===== src/rtl/axi_rd_arbiter.sv =====
// Two-source AXI3 read arbiter: instruction fetch (INST_ID) and data load (DATA_ID).
// Optional ARB_RR_EN macro switches fixed data priority to round-robin.
module axi_rd_arbiter #(
  parameter int unsigned ADDR_W  = 32,
  parameter int unsigned DATA_W  = 32,
  parameter int unsigned ID_W    = 4,
  parameter int unsigned INST_ID = 0,
  parameter int unsigned DATA_ID = 1
) (
  input  logic              clk,
  input  logic              rst,
  input  logic              inst_arvalid,
  output logic              inst_arready,
  input  logic [ADDR_W-1:0] inst_araddr,
  output logic              inst_rvalid,
  input  logic              inst_rready,
  output logic [DATA_W-1:0] inst_rdata,
  input  logic              data_arvalid,
  output logic              data_arready,
  input  logic [ADDR_W-1:0] data_araddr,
  input  logic [2:0]        data_arsize,
  output logic              data_rvalid,
  input  logic              data_rready,
  output logic [DATA_W-1:0] data_rdata,
  output logic [ID_W-1:0]   m_arid,
  output logic [ADDR_W-1:0] m_araddr,
  output logic [2:0]        m_arsize,
  output logic [3:0]        m_arlen,
  output logic [1:0]        m_arburst,
  output logic              m_arvalid,
  input  logic              m_arready,
  input  logic [ID_W-1:0]   m_rid,
  input  logic [DATA_W-1:0] m_rdata,
  input  logic              m_rlast,
  input  logic              m_rvalid,
  output logic              m_rready,
  output logic              err_rid
);

  localparam logic [ID_W-1:0] INST_ID_V = ID_W'(INST_ID);
  localparam logic [ID_W-1:0] DATA_ID_V = ID_W'(DATA_ID);

  typedef enum logic {IDLE = 1'b0, AR_BUSY = 1'b1} state_t;

  state_t state;
  logic   out_i;
  logic   out_d;
  logic   inst_ok;
  logic   data_ok;
  logic   grant_i;
  logic   grant_d;
  logic   rid_i;
  logic   rid_d;
  logic   r_done;
  logic   ar_hs;

  assign inst_ok = inst_arvalid && !out_i;
  assign data_ok = data_arvalid && !out_d;

`ifdef ARB_RR_EN
  // last_grant: 0 = inst, 1 = data; on conflict the other source wins
  logic last_grant;

  assign grant_d = data_ok && (!inst_ok || !last_grant);
`else
  assign grant_d = data_ok;
`endif
  assign grant_i = inst_ok && !grant_d;

  assign inst_arready = (state == IDLE) && grant_i;
  assign data_arready = (state == IDLE) && grant_d;

  assign m_arlen   = 4'd0;
  assign m_arburst = 2'b01;

  // R channel is steered by rid only; unknown ids are sunk and flagged
  assign rid_i       = (m_rid == INST_ID_V);
  assign rid_d       = (m_rid == DATA_ID_V);
  assign inst_rvalid = m_rvalid && rid_i;
  assign data_rvalid = m_rvalid && rid_d;
  assign inst_rdata  = m_rdata;
  assign data_rdata  = m_rdata;
  assign m_rready    = rid_i ? inst_rready : (rid_d ? data_rready : 1'b1);

  assign r_done = m_rvalid && m_rready && m_rlast;
  assign ar_hs  = m_arvalid && m_arready;

  // AR issue FSM with registered AR payload
  always_ff @(posedge clk) begin
    if (rst) begin
      state     <= IDLE;
      m_arvalid <= 1'b0;
      m_arid    <= '0;
      m_araddr  <= '0;
      m_arsize  <= 3'd0;
`ifdef ARB_RR_EN
      last_grant <= 1'b0;
`endif
    end else begin
      case (state)
        IDLE: begin
          if (grant_i || grant_d) begin
            state     <= AR_BUSY;
            m_arvalid <= 1'b1;
            m_arid    <= grant_d ? DATA_ID_V : INST_ID_V;
            m_araddr  <= grant_d ? data_araddr : inst_araddr;
            m_arsize  <= grant_d ? data_arsize : 3'd2;
`ifdef ARB_RR_EN
            last_grant <= grant_d;
`endif
          end
        end
        AR_BUSY: begin
          if (m_arready) begin
            state     <= IDLE;
            m_arvalid <= 1'b0;
          end
        end
        default: state <= IDLE;
      endcase
    end
  end

  // One outstanding read per source; completion and new issue may coincide
  always_ff @(posedge clk) begin
    if (rst) begin
      out_i   <= 1'b0;
      out_d   <= 1'b0;
      err_rid <= 1'b0;
    end else begin
      if (r_done && rid_i) out_i <= 1'b0;
      if (r_done && rid_d) out_d <= 1'b0;
      if (ar_hs && (m_arid == INST_ID_V)) out_i <= 1'b1;
      if (ar_hs && (m_arid == DATA_ID_V)) out_d <= 1'b1;
      if (m_rvalid && !rid_i && !rid_d) err_rid <= 1'b1;
    end
  end

endmodule


===== config.mk =====
export PLATFORM = sky130hd
export DESIGN_NAME = axi_rd_arbiter
export DESIGN_NICKNAME = d
export VERILOG_FILES = /design/src/rtl/axi_rd_arbiter.sv
export SDC_FILE = /design/constraint.sdc
export NUM_CORES = 1
export LEC_CHECK = 0
export ABC_CLOCK_PERIOD_IN_PS = 1900
export CELL_PAD_IN_SITES_DETAIL_PLACEMENT = 0
export CELL_PAD_IN_SITES_GLOBAL_PLACEMENT = 1
export CORE_MARGIN = 4
export CORE_UTILIZATION = 19
export DETAILED_ROUTE_END_ITERATION = 6
export GPL_ROUTABILITY_DRIVEN = 0
export GPL_TIMING_DRIVEN = 0
export PLACE_DENSITY = 0.83
export REMOVE_ABC_BUFFERS = 1
export SLEW_MARGIN = 40
export SYNTH_ARGS = -nofsm -noshare
export SYNTH_HDL_FRONTEND = slang
export SYNTH_SLANG_ARGS = --single-unit

===== constraint.sdc =====
create_clock -name clk -period 1.9 [get_ports clk]
set_clock_uncertainty 0.2 [all_clocks]
set_input_delay 0.38 -clock clk [delete_from_list [all_inputs] [get_ports clk]]
set_output_delay 0.38 -clock clk [all_outputs]
set_load 0.02 [all_outputs]

==> impl_metrics.json <==
{
  "cts_tree": "yes",
  "min_from": "m_arsize[1]$_SDFFE_PP0P_",
  "grt_setup_unrepaired": "false",
  "rows": 40,
  "dieArea_sq_mm": 0.0141,
  "start_util": 0.194,
  "grt_max_degree": 38,
  "clkLatencyLatePin_ns": 0.28,
  "synthDistinctLibCells": 27,
  "fin_crit_ns": 1.83,
  "grt_pass1_vias": 2167,
  "place.port_buffers": 122,
  "antenna_found_initial": 0,
  "nNetsFinal": 438,
  "cp_max_fo": 3,
  "slew_viol_final": 0,
  "fillCellCount": 1288,
  "clock_sinks": 41,
  "ys_ff_latch": 41,
  "final_common_cell": "clkdlybuf4s50_1",
  "crit_path_max_incr_delay_ns": 0.62,
  "place_ws_ns": -0.730,
  "critical_path_arrival_ns": 1.25,
  "antenna_left": 0,
  "dieWidth_microns": 119,
  "fin_ws_ns": 0.0657,
  "critPathLaunchType": "flop",
  "final_cell_mix": "clkdlybuf4s50_1, dfxtp_1, nand2_1",
  "yosysSeqAreaShare": 0.352,
  "cp.buffers_inverters": 1,
  "p_leak_nw": 1.39,
  "r2r_start": "out_i$_SDFFE_PP0P_",
  "drc": 0,
  "peakVddDrop_v": 0.000310,
  "cp_slowest_cell": "clkdlybuf4s50_1",
  "ys_warn_count": 0,
  "dp_hpwl_microns": 6940,
  "die_y_microns": 119,
  "routedWlPerCell_microns": 18.2,
  "grt_pass1_wl_microns": 12800,
  "worstSetupPathType": "reg -> out",
  "overflow": 0,
  "finalPower_mw": 2.59,
  "cts_buffer_depth": 2,
  "p_per_area_mw_per_mm2": 744,
  "drv_cap": 0,
  "path_clk_slew_ns": 0.06,
  "dr.pass1.iters": 5,
  "drive_gt1_frac": 0.0979,
  "vias_per_cell": 4.41,
  "syn_area_sq_mm": 0.00233,
  "synth_cells": 268,
  "setup-tns-final_ns": 0,
  "startpoint": "m_arvalid$_SDFFE_PP0P_",
  "vias": 2090,
  "antenna-diode-count": 0,
  "grt_use_total": 0.118,
  "setup_viol": 0,
  "worstPathCellList": "clkdlybuf4s50_1",
  "drt_iter0_drc": 94,
  "root_buffer": "clkbuf_16",
  "core_sq_mm": 0.0120,
  "htree_levels": 2,
  "required_ns": 1.32,
  "fin_util": 0.290,
  "syn_area_per_cell_sq_um": 8.71,
  "syn2layout_area_growth_pct": 49.2,
  "cp-end-kind": "output port",
  "max_freq_mhz": 545,
  "status": "complete, no violations",
  "critPathTopFamily": "buffers and inverters",
  "ios": 228,
  "hold_violations": 0,
  "cts_buffers": 5,
  "finalCritPeriodShare": 0.965,
  "hold_path.class": "reg -> reg",
  "routed_wirelength_microns": 8650
}
synthesized netlist by cell type:
cell type / instances / area share
and3_1: 1 / 0.0027
a21oi_1: 5 / 0.011
or3_1: 1 / 0.0027
o22ai_1: 32 / 0.086
nand3_1: 1 / 0.0021
o21bai_1: 1 / 0.0032
buf_2: 7 / 0.015
buf_4: 76 / 0.24
inv_2: 1 / 0.0016
nor2_1: 6 / 0.0097
a32o_1: 3 / 0.013
o21ba_2: 1 / 0.0043
dfxtp_1: 41 / 0.35
nand2b_1: 3 / 0.0080
clkbuf_1: 5 / 0.0080
o21ai_1: 1 / 0.0021
mux2i_1: 32 / 0.14
or3_4: 1 / 0.0048
o311ai_0: 1 / 0.0038
inv_1: 1 / 0.0016
nor3_1: 2 / 0.0043
nand2_1: 38 / 0.061
nor2b_1: 2 / 0.0054
conb_1: 2 / 0.0032
o31ai_1: 2 / 0.0064
nor3b_1: 1 / 0.0032
or3b_2: 1 / 0.0038
sequential cells by signal (all words and copies together) (netlist names):
signal / flops
err_rid: 1
m_araddr: 32
m_arid: 1
m_arsize: 3
m_arvalid: 1
out_d: 1
out_i: 1
state: 1
final timing paths:
check	end	slack, ns	cells past startpoint
min reg2reg	m_arsize[1]$_SDFFE_PP0P_	0.26	2
max	m_arvalid	0.07	1
max reg2reg	m_araddr[15]$_SDFFE_PP0P_	0.30	3
min	m_arsize[1]$_SDFFE_PP0P_	0.26	2
tightest hold or removal path: cells and delay by family (launching register included):
kind	cells	cell delay (ns)
buffers and inverters	1	0.05
flip-flops	1	0.31
AO/OA/AOI/OAI	1	0.05
power breakdown:
part | internal [mW] | total, mW | switching [mW]
Combinational | 0.424 | 0.777 | 0.352
Clock | 0.489 | 0.820 | 0.330
Sequential | 0.946 | 0.995 | 0.0494
Total | 1.86 | 2.59 | 0.732
final cells by class:
class / instances / area, sq um / share of cell area
multi-input combinational: 144 / 963 / 0.277
inverter: 2 / 12.5 / 0.00359
tap: 147 / 184 / 0.0528
timing repair buffer: 132 / 1360 / 0.391
sequential: 41 / 822 / 0.236
clock buffer: 8 / 136 / 0.0392
per-stage QoR:
stage	area [sq um]	instances	hold slack, ns
floorplan	1740	187	0.249
global placement	3140	456	0.246
detailed placement	3230	459	0.258
CTS	3410	470	0.267
global route	3480	474	0.284
finish	3480	474	0.258
metal layers:
metal	up-vias	wire, microns	track usage
met5	-	45	0.0404
met4	2	101	0.0311
met3	8	1700	0.112
met2	171	3360	0.150
met1	952	3440	0.135
li1	957	-	-
what timing repair did:
| item | CTS | global route |
|---|---|---|
| cloned | 0 | 0 |
| gates resized for setup | 33 | 13 |
| pin swaps | 3 | 0 |
| hold buffers | 0 | 0 |
| setup buffers | 3 | 4 |
| endpoints found under the setup margin | 40 | 37 |
cells by family after synthesis:
| family | count (synthesis) | share of synthesized area |
|---|---|---|
| multiplexers | 32 | 0.137 |
| AND/OR/NAND/NOR | 57 | 0.108 |
| flip-flops | 41 | 0.352 |
| buffers and inverters | 90 | 0.271 |
| other | 2 | 0.00322 |
| AO/OA/AOI/OAI | 46 | 0.129 |
Note: power is estimated with default switching activity, not from simulation.
